$ cat src/rtl/pcie_tlp_pkg.sv
// PCIe TLP constants and header field layout shared by the RX and TX engines.
// Field positions are DW-relative bit indices.
package pcie_tlp_pkg;

    // Fmt[1:0] and Type[4:0] as the 7-bit field at DW0[30:24]
    localparam logic [6:0] MEM_RD = 7'b0000000;
    localparam logic [6:0] MEM_WR = 7'b1000000;
    localparam logic [6:0] CPLD   = 7'b1001010;

    // Completion status codes
    localparam logic [2:0] CPL_SC  = 3'b000;
    localparam logic [2:0] CPL_UR  = 3'b001;
    localparam logic [2:0] CPL_CRS = 3'b010;
    localparam logic [2:0] CPL_CA  = 3'b100;

    // DW0 fields
    localparam int FT_MSB   = 30;
    localparam int FT_LSB   = 24;
    localparam int TC_MSB   = 22;
    localparam int TC_LSB   = 20;
    localparam int TD_BIT   = 15;
    localparam int EP_BIT   = 14;
    localparam int ATTR_MSB = 13;
    localparam int ATTR_LSB = 12;
    localparam int LEN_MSB  = 9;

    // DW1 fields (completer ID / requester ID share the top half)
    localparam int ID_MSB   = 31;
    localparam int ID_LSB   = 16;
    localparam int STAT_MSB = 15;
    localparam int STAT_LSB = 13;
    localparam int BCM_BIT  = 12;
    localparam int BC_MSB   = 11;
    localparam int TAG_MSB  = 15;
    localparam int TAG_LSB  = 8;
    localparam int LBE_MSB  = 7;
    localparam int LBE_LSB  = 4;
    localparam int FBE_MSB  = 3;

    // DW2 of a completion: requester ID, tag, lower address
    localparam int LA_MSB   = 6;

    typedef enum logic {
        TLP_CPLD = 1'b0,
        TLP_MRD  = 1'b1
    } tlp_kind_e;

    typedef struct packed {
        logic [2:0]  tc;
        logic        td;
        logic        ep;
        logic [1:0]  attr;
        logic [15:0] rid;
        logic [7:0]  tag;
        logic [6:0]  addr;
    } cpl_req_t;

    // A single-DW request must not enable any last-DW bytes
    function automatic logic [3:0] last_be(input logic [9:0] len);
        return (len == 10'd1) ? 4'h0 : 4'hF;
    endfunction

endpackage

$ cat src/rtl/tlp_hdr_build.sv
// Combinational header assembly for 3DW CplD and 3DW MRd TLPs.
// Produces {DW1, DW0} and DW2; the caller registers the result.
module tlp_hdr_build
    import pcie_tlp_pkg::*;
(
    input  tlp_kind_e   kind,
    input  logic [15:0] completer_id,
    input  cpl_req_t    cpl,
    input  logic [9:0]  rd_len,
    input  logic [7:0]  rd_tag,
    input  logic [29:0] rd_addr,
    output logic [63:0] hdr01,
    output logic [31:0] dw2
);

    logic [31:0] dw0;
    logic [31:0] dw1;

    // Fill the header DWs for whichever TLP kind is selected
    always_comb begin
        dw0 = '0;
        dw1 = '0;
        dw2 = '0;
        if (kind == TLP_CPLD) begin
            dw0[FT_MSB:FT_LSB]     = CPLD;
            dw0[TC_MSB:TC_LSB]     = cpl.tc;
            dw0[TD_BIT]            = cpl.td;
            dw0[EP_BIT]            = cpl.ep;
            dw0[ATTR_MSB:ATTR_LSB] = cpl.attr;
            dw0[LEN_MSB:0]         = 10'd1;
            dw1[ID_MSB:ID_LSB]     = completer_id;
            dw1[STAT_MSB:STAT_LSB] = CPL_SC;
            dw1[BCM_BIT]           = 1'b0;
            dw1[BC_MSB:0]          = 12'd4;
            dw2[ID_MSB:ID_LSB]     = cpl.rid;
            dw2[TAG_MSB:TAG_LSB]   = cpl.tag;
            dw2[LA_MSB:0]          = cpl.addr;
        end else begin
            dw0[FT_MSB:FT_LSB]     = MEM_RD;
            dw0[LEN_MSB:0]         = rd_len;
            dw1[ID_MSB:ID_LSB]     = completer_id;
            dw1[TAG_MSB:TAG_LSB]   = rd_tag;
            dw1[LBE_MSB:LBE_LSB]   = last_be(rd_len);
            dw1[FBE_MSB:0]         = 4'hF;
            dw2                    = {rd_addr, 2'b00};
        end
    end

    assign hdr01 = {dw1, dw0};

endmodule

$ cat src/rtl/tx_engine.sv
// PCIe TX engine: CplD for register reads and MRd for DMA reads.
// Define TX_STALL_CNT_EN to build the tvalid-stall cycle counter.
module tx_engine
    import pcie_tlp_pkg::*;
#(
    parameter int C_DATA_WIDTH = 64,
    parameter int TAG_BITS     = 5
) (
    input  logic                      clk_i,
    input  logic                      rst_n,
    output logic [C_DATA_WIDTH-1:0]   s_axis_tx_tdata,
    output logic [C_DATA_WIDTH/8-1:0] s_axis_tx_tkeep,
    output logic                      s_axis_tx_tlast,
    output logic                      s_axis_tx_tvalid,
    input  logic                      s_axis_tx_tready,
    input  logic [15:0]               cfg_completer_id_i,
    input  logic                      req_compl_wd_i,
    output logic                      compl_done_o,
    input  logic [31:0]               tx_reg_data_i,
    input  logic [2:0]                req_tc_i,
    input  logic                      req_td_i,
    input  logic                      req_ep_i,
    input  logic [1:0]                req_attr_i,
    input  logic [9:0]                req_len_i,
    input  logic [15:0]               req_rid_i,
    input  logic [7:0]                req_tag_i,
    input  logic [6:0]                req_addr_i,
    input  logic                      rd_req_i,
    input  logic [31:0]               rd_addr_i,
    input  logic [9:0]                rd_len_i,
    output logic                      rd_ack_o,
    output logic [7:0]                rd_tag_o,
    output logic [31:0]               tx_stall_cnt_o
);

    localparam logic [2:0] IDLE         = 3'd0;
    localparam logic [2:0] CPL_H        = 3'd1;
    localparam logic [2:0] CPL_D        = 3'd2;
    localparam logic [2:0] RD_H         = 3'd3;
    localparam logic [2:0] RD_A         = 3'd4;
    localparam logic [2:0] WAIT_REQ_LOW = 3'd5;

    logic [2:0]          state;
    logic [TAG_BITS-1:0] tag_cnt;
    logic [7:0]          cur_tag;
    logic [7:0]          rd_tag_q;
    logic [29:0]         rd_addr_q;
    logic [29:0]         hdr_addr;
    tlp_kind_e           hdr_kind;
    cpl_req_t            cpl_req;
    logic [63:0]         hdr01;
    logic [31:0]         hdr_dw2;
    logic                beat_acc;
    logic                unused_ok;

    assign beat_acc  = s_axis_tx_tvalid && s_axis_tx_tready;
    assign cur_tag   = 8'(tag_cnt);
    assign unused_ok = ^{req_len_i, rd_addr_i[1:0]};

    assign cpl_req = '{
        tc:   req_tc_i,
        td:   req_td_i,
        ep:   req_ep_i,
        attr: req_attr_i,
        rid:  req_rid_i,
        tag:  req_tag_i,
        addr: req_addr_i
    };

    // In IDLE build from live inputs; later beats use captured address
    always_comb begin
        hdr_kind = TLP_MRD;
        hdr_addr = rd_addr_q;
        if (state == IDLE) begin
            hdr_kind = req_compl_wd_i ? TLP_CPLD : TLP_MRD;
            hdr_addr = rd_addr_i[31:2];
        end else if (state == CPL_H || state == CPL_D) begin
            hdr_kind = TLP_CPLD;
        end
    end

    tlp_hdr_build u_hdr (
        .kind         (hdr_kind),
        .completer_id (cfg_completer_id_i),
        .cpl          (cpl_req),
        .rd_len       (rd_len_i),
        .rd_tag       (cur_tag),
        .rd_addr      (hdr_addr),
        .hdr01        (hdr01),
        .dw2          (hdr_dw2)
    );

    // TLP sequencer with registered AXI-S beats and handshake pulses
    always_ff @(posedge clk_i or negedge rst_n) begin
        if (!rst_n) begin
            state            <= IDLE;
            tag_cnt          <= '0;
            rd_tag_q         <= '0;
            rd_addr_q        <= '0;
            s_axis_tx_tdata  <= '0;
            s_axis_tx_tkeep  <= '0;
            s_axis_tx_tlast  <= 1'b0;
            s_axis_tx_tvalid <= 1'b0;
            compl_done_o     <= 1'b0;
            rd_ack_o         <= 1'b0;
            rd_tag_o         <= '0;
        end else begin
            compl_done_o <= 1'b0;
            rd_ack_o     <= 1'b0;
            case (state)
                IDLE: begin
                    if (req_compl_wd_i) begin
                        s_axis_tx_tdata  <= hdr01;
                        s_axis_tx_tkeep  <= 8'hFF;
                        s_axis_tx_tlast  <= 1'b0;
                        s_axis_tx_tvalid <= 1'b1;
                        state            <= CPL_H;
                    end else if (rd_req_i) begin
                        s_axis_tx_tdata  <= hdr01;
                        s_axis_tx_tkeep  <= 8'hFF;
                        s_axis_tx_tlast  <= 1'b0;
                        s_axis_tx_tvalid <= 1'b1;
                        rd_addr_q        <= rd_addr_i[31:2];
                        rd_tag_q         <= cur_tag;
                        state            <= RD_H;
                    end
                end
                CPL_H: begin
                    if (beat_acc) begin
                        s_axis_tx_tdata <= {tx_reg_data_i, hdr_dw2};
                        s_axis_tx_tlast <= 1'b1;
                        state           <= CPL_D;
                    end
                end
                CPL_D: begin
                    if (beat_acc) begin
                        s_axis_tx_tdata  <= '0;
                        s_axis_tx_tkeep  <= '0;
                        s_axis_tx_tlast  <= 1'b0;
                        s_axis_tx_tvalid <= 1'b0;
                        compl_done_o     <= 1'b1;
                        state            <= WAIT_REQ_LOW;
                    end
                end
                RD_H: begin
                    if (beat_acc) begin
                        s_axis_tx_tdata <= {32'h0, hdr_dw2};
                        s_axis_tx_tkeep <= 8'h0F;
                        s_axis_tx_tlast <= 1'b1;
                        rd_ack_o        <= 1'b1;
                        rd_tag_o        <= rd_tag_q;
                        tag_cnt         <= tag_cnt + 1'b1;
                        state           <= RD_A;
                    end
                end
                RD_A: begin
                    if (beat_acc) begin
                        s_axis_tx_tdata  <= '0;
                        s_axis_tx_tkeep  <= '0;
                        s_axis_tx_tlast  <= 1'b0;
                        s_axis_tx_tvalid <= 1'b0;
                        state            <= IDLE;
                    end
                end
                WAIT_REQ_LOW: begin
                    if (!req_compl_wd_i) begin
                        state <= IDLE;
                    end
                end
                default: begin
                    s_axis_tx_tvalid <= 1'b0;
                    state            <= IDLE;
                end
            endcase
        end
    end

`ifdef TX_STALL_CNT_EN
    logic [31:0] stall_cnt;

    // Count back-pressure cycles, sticking at all-ones
    always_ff @(posedge clk_i or negedge rst_n) begin
        if (!rst_n) begin
            stall_cnt <= '0;
        end else if (s_axis_tx_tvalid && !s_axis_tx_tready
                     && stall_cnt != 32'hFFFF_FFFF) begin
            stall_cnt <= stall_cnt + 32'd1;
        end
    end

    assign tx_stall_cnt_o = stall_cnt;
`else
    assign tx_stall_cnt_o = '0;
`endif

endmodule

$ cat config.mk
export PLATFORM = sky130hd
export DESIGN_NAME = tx_engine
export DESIGN_NICKNAME = d
export VERILOG_FILES = /design/src/rtl/pcie_tlp_pkg.sv /design/src/rtl/tlp_hdr_build.sv /design/src/rtl/tx_engine.sv
export SDC_FILE = /design/constraint.sdc
export NUM_CORES = 1
export LEC_CHECK = 0
export CAP_MARGIN = 20
export CORE_ASPECT_RATIO = 0.6
export CORE_MARGIN = 4
export CORE_UTILIZATION = 42
export CTS_CLUSTER_DIAMETER = 30
export DETAILED_ROUTE_END_ITERATION = 16
export PLACE_DENSITY = 0.91
export SLEW_MARGIN = 10
export SYNTH_ARGS = -nofsm -noshare
export SYNTH_HDL_FRONTEND = slang
export SYNTH_SLANG_ARGS = --single-unit
$ cat constraint.sdc
create_clock -name clk_i -period 2.3 [get_ports clk_i]
set_clock_uncertainty 0.2 [all_clocks]
set_input_delay 0.575 -clock clk_i [delete_from_list [all_inputs] [get_ports clk_i]]
set_output_delay 0.575 -clock clk_i [all_outputs]
set_load 0.02 [all_outputs]
==> results of run 1 <==
==> sequential cells by signal, indices dropped and copies added (netlist names) <==
name,count
tag_cnt,5
rd_tag_o,5
state,3
s_axis_tx_tkeep,2
rd_addr_q,30
rd_ack_o,1
compl_done_o,1
s_axis_tx_tvalid,1
rd_tag_q,5
s_axis_tx_tlast,1
s_axis_tx_tdata,64
==> final cells by class <==
class	count	area, µm²	area share (%)
Multi-Input combinational cell	382	2470	27.7
Clock inverter	14	231	2.60
Tap cell	175	219	2.46
Sequential cell	118	2950	33.1
Timing Repair Buffer	257	2600	29.2
Inverter	2	7.51	0.0842
Clock buffer	18	429	4.81
==> cell usage in the layout, fill, tap and decap left out, types with 2 or more instances in the layout <==
cell / n
o21ai_0: 49
nor3_1: 26
nor2_2: 2
bufinv_16: 6
o22a_1: 3
o31ai_2: 4
dfrtp_1: 118
nor2_1: 5
conb_1: 35
a22o_1: 2
mux2_2: 41
nand2b_1: 2
nor4_1: 2
clkdlybuf4s50_1: 202
a21oi_1: 17
nand2_2: 2
o31ai_1: 10
nand4_1: 2
buf_12: 10
dlymetal6s2s_1: 8
a31oi_1: 18
a21o_1: 16
xnor2_1: 3
a22oi_1: 24
clkbuf_16: 17
inv_1: 2
nand2_1: 27
mux2i_1: 13
nand3_1: 57
clkinv_2: 4
clkinvlp_4: 3
buf_4: 36
==> what timing repair did <==
action / in CTS / in global routing
hold buffers: 1 / 0
setup endpoints to repair: 0 / 9
gates resized for setup: 0 / 8
endpoints found under the hold margin: 24 / 0
==> per-stage QoR <==
step / util [%] / setup slack (ns) / instance area (µm²) / power, mW
2_1_floorplan: - / 0.194 / 5960 / 7.69
3_3_place_gp: 60.4 / -0.205 / 8230 / 10.4
3_5_place_dp: 60.4 / -0.233 / 8230 / 10.7
4_1_cts: 65.3 / 0.00307 / 8900 / 13.7
5_1_grt: 65.4 / -0.00123 / 8920 / 14.4
6_report: 65.4 / 0.0586 / 8920 / 13.6
==> kinds of logic (layout without fill, tap and decap cells) <==
logic type	Yosys count	in the layout	share of synthesized area [%]
and+or+nand+nor	136	136	11.7
muxes	54	54	10.1
buffers and inverters	88	291	9.46
adders and majority gates	1	1	0.214
other	1	35	0.0643
xor gates and xnor gates	4	4	0.601
DFF	118	118	50.6
AOI/OAI and AO/OA	152	152	17.2
==> path summary, 6_finish.rpt <==
check	endpoint	cells past startpoint	startpoint
worst max-delay path	s_axis_tx_tkeep[2]	1	s_axis_tx_tkeep[3]
worst min-delay path	s_axis_tx_tdata[46]	2	s_axis_tx_tdata[46]
worst max register to register	s_axis_tx_tdata[37]	5	state[1]
worst min register to register	s_axis_tx_tdata[46]	2	s_axis_tx_tdata[46]
max in group asynchronous	s_axis_tx_tdata[34]	3	rst_n
min in group asynchronous	s_axis_tx_tdata[49]	2	rst_n
==> routing by layer <==
| layer | global-route usage, % | part of all wire, % | vias up | wire (µm) |
|---|---|---|---|---|
| met5 | 0 | 0 | - | 0 |
| met2 | 37.0 | 46 | 267 | 8690 |
| met3 | 9.15 | 11 | 23 | 2070 |
| met1 | 29.5 | 41 | 2572 | 7790 |
| met4 | 7.34 | 1.6 | 0 | 311 |
| li1 | - | - | 2395 | - |
==> worst min-delay path, cell delays in order (launching register included) <==
cell and delay, ns:
dfrtp_1 0.33, nand3_1 0.06, o21ai_0 0.07
==> report_power, final <==
part | switching [mW] | internal [mW] | leakage [nW]
combinational | 3.83 | 3.17 | 2.01
sequential | 0.611 | 3.00 | 1.47
clock | 0.959 | 2.03 | 0.316
total | 5.40 | 8.20 | 3.80
==> results.json, run 1 <==
{
  "crit_family": "buffers and inverters",
  "yosysWarningCount": 0,
  "antenna_found_initial": 0,
  "fmax_ghz": 0.446,
  "die_y_um": 99.3,
  "yosysSeqAreaShare_pct": 50.6,
  "layoutNonFillerInstCount": 966,
  "status": "finished, final reports clean",
  "pwr_density_cell_nw_per_um2": 1530,
  "min-delay-path-class": "flip-flop to flip-flop",
  "fp.dieW_um": 160,
  "netlist_instances": 554,
  "hpwl_um": 13900,
  "fillers": 1072,
  "crit_buf_inv": 1,
  "synth_edf_count": 0,
  "grt_pass1_vias": 5411,
  "num_vias": 5257,
  "synth_top_area_share_pct": 50.6,
  "ir_worst_vdd_v": 0.00112,
  "diodes": 0,
  "path_clk_slew_ns": 0.06,
  "grt_util_all_layers_pct": 23.2,
  "die_area_um2": 15900,
  "yosys-top-cells-count": "118 x dfrtp_1, 57 x nand3_1, 49 x o21ai_0, 44 x buf_4, 41 x mux2_2",
  "synthTopCellsByArea": "dfrtp_1 51%, mux2_2 7.9%, buf_4 5.7%",
  "end_kind": "primary output",
  "ys_ff_latch": 118,
  "synth.avg_cell_area_um2": 10.5,
  "crit_path_cell_trace": "clkdlybuf4s50_1",
  "clkLatencyLatePin_ns": 0.40,
  "tightest_slew_ns": 0.559,
  "drtPass1Iterations": 5,
  "viasPerCell": 5.44,
  "syn_area_um2": 5830,
  "root_buffer": "clkbuf_16",
  "period_share_pct": 97.5,
  "numCtsBuffers": 17,
  "numPortBuffers": 211,
  "drt_iter0_markers": 349,
  "clkSinkCount": 118,
  "area_delta_synth_final_pct": 52.8,
  "ff2ff_setup_slack_ns": 0.24,
  "synthArstFlopShare_pct": 100,
  "yosys_most_used_dff": "dfrtp_1",
  "cp.arrival_ns": 1.47,
  "cts_tree": "done",
  "critPathRequiredTime_ns": 1.52,
  "cts.path.max_buffers": 2,
  "wl_per_cell_um": 19.5,
  "start_util_pct": 42.8,
  "drc": 0,
  "slowest_stage": "clkdlybuf4s50_1",
  "gp_congestion": 0.884,
  "gr-total-overflow": 0,
  "cap_violations": 0,
  "core_um2": 13600,
  "drive_above_1_share_pct": 16.7,
  "synth_cell_types": 51,
  "finalCriticalPeriod_ns": 2.24,
  "ios": 259,
  "maxSlewViolCount": 0,
  "h-tree-depth": 4,
  "nets": 922,
  "hold_violations": 0,
  "worst_slew_margin_rel_pct": 62.7,
  "synth_largest_area_cell": "dfrtp_1",
  "wl_um": 18900,
  "ant_nets": 0,
  "path_class": "flip-flop to primary output",
  "rows": 33,
  "hold_ws_ns": 0.296,
  "tns_ns": 0,
  "post_cts_buffers": 0,
  "synth.most_common_cell": "dfrtp_1",
  "start_kind": "flip-flop",
  "finalSetupViolations": 0,
  "max_stage_delay_ns": 0.64,
  "grt_max_degree": 43,
  "cp_max_fo": 7,
  "p_leak_nw": 3.80,
  "grt_pass1_wl_um": 29100,
  "place_inst": 933
}
(Power assumes the default switching activity.)
==> run 2: changes to the inputs <==
CORE_ASPECT_RATIO = unset   (was 0.6)
==> results.json, run 2 (synthesis results as in run 1) <==
{
  "die_area_um2": 15800,
  "min-delay-path-class": "flip-flop to flip-flop",
  "r2r_start": "state[2]",
  "cts_tree": "done",
  "grt_max_degree": 44,
  "antenna_found_initial": 0,
  "status": "finished, final reports clean",
  "wl_met2_um": 9200,
  "wl_um": 18500,
  "num_vias": 5262,
  "routed.top_layer": "met4",
  "crit_path_end": "s_axis_tx_tdata[17]",
  "pwr_density_cell_nw_per_um2": 1480,
  "critPathLaunch": "s_axis_tx_tready",
  "slowest_stage": "clkdlybuf4s50_1",
  "grt_pass1_vias": 5443,
  "ff2ff_setup_slack_ns": 0.21,
  "rows": 42,
  "cp.arrival_ns": 2.33,
  "grt_pass1_wl_um": 28600,
  "wl_per_cell_um": 19.1,
  "drtPass1Iterations": 5,
  "root_buffer": "clkbuf_16",
  "ant_nets": 0,
  "post_cts_buffers": 0,
  "setup_slack_ns": 0.0828,
  "regToRegEndpoint": "s_axis_tx_tdata[17]",
  "reg.largest.list": "s_axis_tx_tdata x64, rd_addr_q x30",
  "clkSinkCount": 118,
  "drive_above_1_share_pct": 16.2,
  "drc": 0,
  "regMostFlops": "s_axis_tx_tdata",
  "cap_violations": 0,
  "numPortBuffers": 211,
  "worst_slew_margin_rel_pct": 63.3,
  "numCtsBuffers": 17,
  "holdPathStages": 1,
  "period_share_pct": 96.4,
  "crit_family": "buffers and inverters",
  "finalCriticalPeriod_ns": 2.22,
  "path_class": "input pin to flip-flop",
  "cp_max_fo": 39,
  "place_ws_ns": -0.326,
  "grt_util_all_layers_pct": 22.9,
  "core_um2": 13400,
  "crit_cells": 7,
  "gr-total-overflow": 0,
  "rsz0062_at_grt": "no",
  "fillers": 1033,
  "gp_congestion": 0.845,
  "die_y_um": 126,
  "layout_commonest_cell": "clkdlybuf4s50_1",
  "met3WireLength_um": 1640,
  "path_clk_slew_ns": 0.05,
  "maxSlewViolCount": 0,
  "crit_path_cell_trace": "clkdlybuf4s50_1 > nand2_2 > buf_4 > a2111oi_4 > nor2_2 > buf_12 > o31ai_1",
  "wl_met1_um": 7020,
  "hpwl_um": 13700,
  "diodes": 0,
  "ir_worst_vdd_v": 0.000680,
  "hold_violations": 0,
  "reg2reg_depth": 6,
  "crit_buf_inv": 3,
  "nets": 924,
  "cts.path.max_buffers": 2,
  "clkLatencyLatePin_ns": 0.42,
  "start_kind": "input pin",
  "end_kind": "flip-flop",
  "tightest_slew_ns": 0.551,
  "fmax_ghz": 0.451,
  "tns_ns": 0,
  "viasPerCell": 5.44,
  "area_delta_synth_final_pct": 50.2,
  "critPathRequiredTime_ns": 2.41,
  "final_cell_mix": "201 x clkdlybuf4s50_1, 118 x dfrtp_1, 57 x nand3_1",
  "h-tree-depth": 4,
  "fin_total_pwr_mw": 13.0,
  "start_util_pct": 43.5,
  "ios": 259,
  "largest_reg_flops": 64,
  "p_leak_nw": 3.73,
  "max_stage_delay_ns": 0.51,
  "finalSetupViolations": 0,
  "drt_iter0_markers": 226,
  "fp.dieW_um": 126
}
run 2: cell types whose count changed in the layout (fill, tap and decap cells not counted), moves of 2 or more:
cell,previous run,this run
bufinv_16,6,1
clkbuf_1,1,6
dlygate4sd2_1,0,5
buf_4,36,40
dlymetal6s2s_1,8,4
clkinvlp_4,3,0
buf_12,10,8
clkbuf_8,0,2
run 2: worst min-delay path by stage:
stage | startpoint | slack, ns | endpoint
floorplan | rst_n | 0.08 | compl_done_o
global route | rd_addr_q[4] | 0.30 | rd_addr_q[4]
finish | rd_addr_q[4] | 0.30 | rd_addr_q[4]
detailed placement | rd_addr_q[4] | 0.29 | rd_addr_q[4]
global placement | rd_addr_q[19] | 0.28 | rd_addr_q[19]
CTS | rd_addr_q[4] | 0.30 | rd_addr_q[4]
run 2: where the power goes:
part | switching [mW] | total (mW) | internal (mW)
registers | 0.601 | 3.60 | 3.00
logic | 3.84 | 7.01 | 3.17
clock network | 0.863 | 2.38 | 1.52
run 2: stage by stage:
step	std cells	hold WS (ns)	area (µm²)	util (%)
3_3_place_gp	936	0.281	8220	61.3
4_1_cts	967	0.299	8750	65.3
3_5_place_dp	936	0.287	8220	61.3
5_1_grt	967	0.303	8760	65.4
2_1_floorplan	588	0.0794	5960	-
6_report	967	0.298	8760	65.4
run 2: worst reg2reg max path: stages, from the launching register on:
cell	delay, ns
dfrtp_1	0.53
nor3_1	0.13
buf_4	0.16
a2111oi_4	0.41
nor2_2	0.09
buf_12	0.18
o31ai_1	0.29
run 2: area by class of cell:
class	instances	area (µm²)	area share [%]
Sequential cell	118	2950	33.7
Clock buffer	25	475	5.43
Tap cell	176	220	2.51
Clock inverter	5	50.0	0.571
Timing Repair Buffer	259	2580	29.4
Inverter	2	7.51	0.0857
Multi-Input combinational cell	382	2480	28.3
run 2: repair_timing:
| item | 4_1_cts | 5_1_grt |
|---|---|---|
| cloned | 0 | 0 |
| endpoints found under the hold margin | 36 | 0 |
| resized for setup | 5 | 5 |
| hold buffers | 1 | 0 |
| pin swaps | 0 | 0 |
| setup endpoints to repair | 5 | 5 |
run 2: per-layer routing:
metal  up-vias  GRT usage [%]
li1       2413              -
met2       289           38.2
met1      2512           26.9
met3        48           6.90
met5         -              0
met4         0           11.8
